<file path="src/rtl/seq_frame_tx_if.sv">
// Parallel-word handshake between a payload source and the seq_frame_tx serializer.
// The master side offers the word and valid; the slave side answers with ready.
interface seq_frame_tx_if #(
    parameter int DATA_W = 8
);
  logic [DATA_W-1:0] tx_data;
  logic              tx_valid;
  logic              tx_ready;

  modport master (output tx_data, output tx_valid, input tx_ready);
  modport slave  (input tx_data, input tx_valid, output tx_ready);
endinterface

</file>
<file path="src/rtl/seq_frame_tx.sv">
// Serial frame transmitter: sync word 0110, then a bit-stuffed MSB-first payload,
// followed by an idle gap. The line rests at 1 whenever no frame is being sent.
module seq_frame_tx #(
    parameter int DATA_W   = 8,
    parameter int IDLE_GAP = 1
) (
    input  logic             clk,
    input  logic             rst_n,
    seq_frame_tx_if.slave    tx,
    output logic             sout,
    output logic             sout_en,
    output logic             stuff,
    output logic             busy
);
  localparam int CW = $clog2(DATA_W + 1);
  localparam int GW = $clog2(IDLE_GAP + 1);
  localparam logic [CW-1:0] BIT_LAST  = CW'(DATA_W);
  localparam logic [GW-1:0] GAP_LAST  = GW'(IDLE_GAP);
  localparam logic [3:0]    SYNC_WORD = 4'b0110;

  typedef enum logic [2:0] {
    IDLE  = 3'd0,
    SYNC  = 3'd1,
    DATA  = 3'd2,
    STUFF = 3'd3,
    GAP   = 3'd4
  } state_t;

  state_t            state_r;
  logic [DATA_W-1:0] shreg_r;
  logic [CW-1:0]     bit_cnt_r;
  logic [1:0]        sync_cnt_r;
  logic [GW-1:0]     gap_cnt_r;
  logic [2:0]        hist_r;
  logic              sout_r;
  logic              sout_en_r;
  logic              stuff_r;
  logic              busy_r;

  logic              pay_step_s;
  logic              need_stuff_s;
  logic              more_s;

  // The state register reflects the bit currently on the line, so ready follows IDLE directly.
  always_comb begin
    tx.tx_ready  = (state_r == IDLE);
    pay_step_s   = (state_r == DATA) || (state_r == STUFF) ||
                   ((state_r == SYNC) && (sync_cnt_r == 2'd0));
    need_stuff_s = (hist_r == 3'b011);
    more_s       = (bit_cnt_r != BIT_LAST);
  end

  // Frame sequencer: each edge chooses the next line bit and the state that owns it.
  always_ff @(posedge clk) begin
    if (!rst_n) begin
      state_r    <= IDLE;
      shreg_r    <= {DATA_W{1'b0}};
      bit_cnt_r  <= {CW{1'b0}};
      sync_cnt_r <= 2'd0;
      gap_cnt_r  <= {GW{1'b0}};
      hist_r     <= 3'b111;
      sout_r     <= 1'b1;
      sout_en_r  <= 1'b0;
      stuff_r    <= 1'b0;
      busy_r     <= 1'b0;
    end else begin
      case (state_r)
        IDLE: begin
          if (tx.tx_valid) begin
            state_r    <= SYNC;
            shreg_r    <= tx.tx_data;
            bit_cnt_r  <= {CW{1'b0}};
            sync_cnt_r <= 2'd1;
            sout_r     <= SYNC_WORD[3];
            sout_en_r  <= 1'b1;
            stuff_r    <= 1'b0;
            busy_r     <= 1'b1;
            hist_r     <= {hist_r[1:0], SYNC_WORD[3]};
          end else begin
            sout_r    <= 1'b1;
            sout_en_r <= 1'b0;
            stuff_r   <= 1'b0;
            busy_r    <= 1'b0;
          end
        end
        SYNC: begin
          // The 2-bit index wraps to 0 once all four sync bits are out.
          if (sync_cnt_r != 2'd0) begin
            sout_r     <= SYNC_WORD[2'd3 - sync_cnt_r];
            hist_r     <= {hist_r[1:0], SYNC_WORD[2'd3 - sync_cnt_r]};
            sync_cnt_r <= sync_cnt_r + 2'd1;
          end else begin
            sync_cnt_r <= 2'd0;
          end
        end
        GAP: begin
          if (gap_cnt_r == GAP_LAST) begin
            state_r <= IDLE;
            busy_r  <= 1'b0;
          end else begin
            gap_cnt_r <= gap_cnt_r + GW'(1);
          end
        end
        DATA, STUFF: begin
          busy_r <= 1'b1;
        end
        default: begin
          state_r   <= IDLE;
          sout_r    <= 1'b1;
          sout_en_r <= 1'b0;
          stuff_r   <= 1'b0;
          busy_r    <= 1'b0;
        end
      endcase

      // Shared payload step: stuff, next payload bit, or close the frame.
      if (pay_step_s) begin
        if (need_stuff_s) begin
          state_r   <= STUFF;
          sout_r    <= 1'b1;
          sout_en_r <= 1'b1;
          stuff_r   <= 1'b1;
          hist_r    <= {hist_r[1:0], 1'b1};
        end else if (more_s) begin
          state_r   <= DATA;
          sout_r    <= shreg_r[DATA_W-1];
          sout_en_r <= 1'b1;
          stuff_r   <= 1'b0;
          shreg_r   <= shreg_r << 1;
          bit_cnt_r <= bit_cnt_r + CW'(1);
          hist_r    <= {hist_r[1:0], shreg_r[DATA_W-1]};
        end else begin
          state_r   <= GAP;
          sout_r    <= 1'b1;
          sout_en_r <= 1'b0;
          stuff_r   <= 1'b0;
          gap_cnt_r <= GW'(1);
        end
      end
    end
  end

  assign sout    = sout_r;
  assign sout_en = sout_en_r;
  assign stuff   = stuff_r;
  assign busy    = busy_r;
endmodule

</file>
<file path="src/flat_wrapper.sv">
// flat-port wrapper written by rule: the top's interface ports become plain ports
module seq_frame_tx_flat 
#(
    parameter int DATA_W   = 8,
    parameter int IDLE_GAP = 1
)
  (clk, rst_n, sout, sout_en, stuff, busy, tx_tx_data, tx_tx_valid, tx_tx_ready);
  seq_frame_tx_if #(.DATA_W(DATA_W)) tx_i ();
  input  logic clk;
  input  logic rst_n;
  output logic sout;
  output logic sout_en;
  output logic stuff;
  output logic busy;
  input wire logic [$bits(tx_i.tx_data)-1:0] tx_tx_data;
  input wire logic [$bits(tx_i.tx_valid)-1:0] tx_tx_valid;
  output wire logic [$bits(tx_i.tx_ready)-1:0] tx_tx_ready;
  assign tx_i.tx_data = tx_tx_data;
  assign tx_i.tx_valid = tx_tx_valid;
  assign tx_tx_ready = tx_i.tx_ready;
  seq_frame_tx #(.DATA_W(DATA_W), .IDLE_GAP(IDLE_GAP)) u_core (.clk(clk), .rst_n(rst_n), .tx(tx_i), .sout(sout), .sout_en(sout_en), .stuff(stuff), .busy(busy));
endmodule
</file>
<file path="config.mk">
export PLATFORM = sky130hd
export DESIGN_NAME = seq_frame_tx_flat
export DESIGN_NICKNAME = d
export VERILOG_FILES = /design/src/rtl/seq_frame_tx_if.sv /design/src/rtl/seq_frame_tx.sv /design/src/flat_wrapper.sv
export SDC_FILE = /design/constraint.sdc
export NUM_CORES = 1
export LEC_CHECK = 0
export BUFFER_PORTS_ARGS = -buffer_cell sky130_fd_sc_hd__buf_2
export CAP_MARGIN = 15
export CORE_ASPECT_RATIO = 1.1
export CORE_UTILIZATION = 45
export DETAILED_ROUTE_END_ITERATION = 10
export GPL_TIMING_DRIVEN = 0
export PLACE_DENSITY = 0.63
export SETUP_SLACK_MARGIN = 0.2
export SKIP_LAST_GASP = 1
export SLEW_MARGIN = 30
export SYNTH_ARGS = -nofsm -noshare
export SYNTH_HDL_FRONTEND = slang
export SYNTH_SLANG_ARGS = --single-unit
</file>
<file path="constraint.sdc">
create_clock -name clk -period 1.99 [get_ports clk]
set_input_delay 0 -clock clk [delete_from_list [all_inputs] [get_ports clk]]
set_output_delay 0 -clock clk [all_outputs]
set_load 0.1 [all_outputs]
</file>
==> reports/results.txt <==
Port Buffers -> 14
DIE AREA -> 0.00326 mm²
P per Cell Area -> 1690 mW/mm²
# rows -> 20
skew final -> 0.00350 ns
Cell variety after synth -> 43
relative slew slack -> 64.5%
RSZ-0062 raised after global routing -> no
fin crit share -> 83.2%
CTS tree -> built
ys flop type -> dfxtp_1
fillers -> 279
FMAX -> 604 MHz
root buffer cell -> clkbuf_4
H-tree depth -> 1
GRT Residual Overflow -> 0
CP max-delay cell -> dfxtp_1
most common cell after layout, fill and taps aside -> nand2_1
required time of the worst setup path -> 2.18 ns
CP Capture Type -> register
Post-CTS Setup Inserts -> 0
# IOs -> 16
vias per inst -> 5.42
min Tclk post-route -> 1.66 ns
Yosys reg bits -> 25
status -> complete, no violations
pin count of the biggest net entering global routing -> 14
Initial DRC Count -> 16
WP buf/inv -> 1
commonest cells after routing, fill and taps aside -> nand2_1, dfxtp_1, buf_2
Worst-Margin Slew -> 0.533 ns
CTS max path bufs -> 2
post-route cell area -> 0.00160 mm²
gp weighted congestion -> 0.770
clk sink count -> 25
die width -> 54.5 µm
MaxCap Viol Count -> 0
share of synthesized flip-flops with an asynchronous set or reset -> 0%
share of cells above drive strength 1 -> 18.5%
cell-by-cell trace of the critical path -> inv_1, ha_1, and3b_1, a211oi_2, mux2i_1, nand2_1
n_diodes -> 0
Hold Crit Class -> in -> reg
routed via count -> 1203
Cells after Synth -> 163
CORE AREA -> 0.00283 mm²
initial antenna violation count -> 0
leak pwr -> 0.665 nW
hold_ws -> 0.0295 ns
synth warn -> 0
xor-xnor portion of the synthesized cell area -> 0%
cell family with most CP delay -> flip-flops
largest family of logic cells by synthesized area -> simple AND/OR/NAND/NOR gates
cts bufs inserted -> 3
Antenna Nets Post-Route -> 0
Worst Path Class, Setup -> reg -> reg
Multi-input gate area -> 762 µm²
Final nets -> 205
Register Area -> 502 µm²
clock-pin slew on the worst setup and hold paths -> 0.13 ns
sequential fraction of the synthesis area -> 36.7%
Slew Limit Fails -> 0
CP peak stage delay -> 0.42 ns
area delta synth->final -> 17.1%
Crit Path Max Fanout -> 5
Post-DP HPWL -> 2.10 mm
mapped cell area -> 0.00136 mm²
Power, Total -> 2.70 mW
Post-synth EDFFs -> 0
Die Ht -> 59.7 µm
Syn Area/Cell -> 8.37 µm²
Final Hold Fails -> 0
Skew-Pair Late Insertion Delay -> 0.31 ns
DRT Pass-1 Iters -> 4
Adder-Cell Fraction of Synth Area -> 3.67%
vias in the first global route -> 1179
syn_nets -> 178
DR WL/cell -> 13.1 µm
residual DRC count -> 0
CP arrival -> 1.85 ns
Area after DPL -> 0.00149 mm²
Startpoint Class -> register
Synth Area in Compound Gates -> 24.2%
GRT Overall Usage -> 21.2%
Routed WL -> 2.92 mm
maximum vdd drop -> 0.937 mV
post-route setup TNS -> 0 ns
simple-gate area share of the yosys netlist -> 25.8%
# setup viols final -> 0
initial core utilization -> 48.2%
first-pass GRT wire length -> 5.08 mm
mux cell area share after synthesis -> 1.47%
==> where the power goes <==
group | switching [mW] | total, mW | internal (mW)
combinational | 1.11 | 1.71 | 0.602
sequential | 0.101 | 0.764 | 0.662
clock | 0.146 | 0.224 | 0.0782
total | 1.36 | 2.70 | 1.34
==> kinds of logic after synthesis <==
kind of cell / after synthesis
buf+inv: 19
fa+ha+maj: 4
compound gates: 48
flops: 25
simple gates: 65
mux: 2
==> synth_stat cells, drive strengths merged, types with 2 or more instances <==
cell type | count | share of area, %
o22ai | 2 | 0.92
o31a | 2 | 1.3
a211oi | 2 | 1.8
nor3 | 6 | 3.0
and2 | 2 | 0.92
nand2b | 3 | 1.4
and3 | 3 | 1.4
nand3 | 3 | 1.1
nand2 | 26 | 7.3
o21ai | 11 | 4.0
ha | 4 | 3.7
nor2b | 5 | 2.3
a31oi | 7 | 3.2
inv | 8 | 2.2
nand3b | 4 | 2.2
nor2 | 10 | 3.3
clkbuf | 3 | 0.83
mux2i | 2 | 1.5
dfxtp | 25 | 37
a21oi | 11 | 4.0
buf | 8 | 5.1
==> per-stage QoR <==
| step | setup WS, ns | cells | utilization, % |
|---|---|---|---|
| 4_1_cts | 0.323 | 222 | 56.3 |
| 2_1_floorplan | 0.0692 | 163 | - |
| 5_1_grt | 0.201 | 222 | 56.5 |
| 3_3_place_gp | 0.348 | 210 | 52.5 |
| 3_5_place_dp | 0.339 | 210 | 52.5 |
| 6_report | 0.334 | 222 | 56.5 |
==> path summary, 6_finish.rpt <==
kind	slack [ns]	to	startpoint	depth (start not counted)
min reg2reg	0.47	u_core.shreg_r[0]$_SDFF_PN0_	u_core.shreg_r[0]$_SDFF_PN0_	2
max reg2reg	0.33	u_core.hist_r[1]$_SDFF_PN1_	u_core.bit_cnt_r[0]$_SDFF_PN0_	6
max	0.33	u_core.hist_r[1]$_SDFF_PN1_	u_core.bit_cnt_r[0]$_SDFF_PN0_	6
min	0.03	u_core.shreg_r[4]$_SDFF_PN0_	rst_n	3
==> worst min-delay path, delay by kind of cell <==
| family | cells | cell delay (ns) |
|---|---|---|
| compound gates | 2 | 0.15 |
| buf+inv | 1 | 0.16 |
==> registers in the layout, summed over array words and instances (netlist names), 2 cells and up <==
name and count:
u_core.shreg_r 8, u_core.bit_cnt_r 4, u_core.hist_r 3, u_core.state_r 3, u_core.sync_cnt_r 2
==> final cells by class <==
cell class                      count  area share [%]
Clock buffer                        4            1.65
Multi-Input combinational cell    119            47.7
Sequential cell                    25            31.4
Inverter                            8            1.88
Timing Repair Buffer               22            9.40
Buffer                             11            5.33
Tap cell                           33            2.59
==> repair_timing <==
item                                    4_1_cts  5_1_grt
endpoints found under the setup margin        0        2
resized for setup                             0        1
hold endpoints to repair                      8        0
hold buffers                                  8        0
==> routing by layer <==
metal / routed length, µm / GRT usage, %
met2: 1450 / 37.1
met5: 0 / 0
met1: 1350 / 26.1
met4: 36 / 6.96
met3: 80 / 2.80
Note: power is estimated with default switching activity, not from simulation.
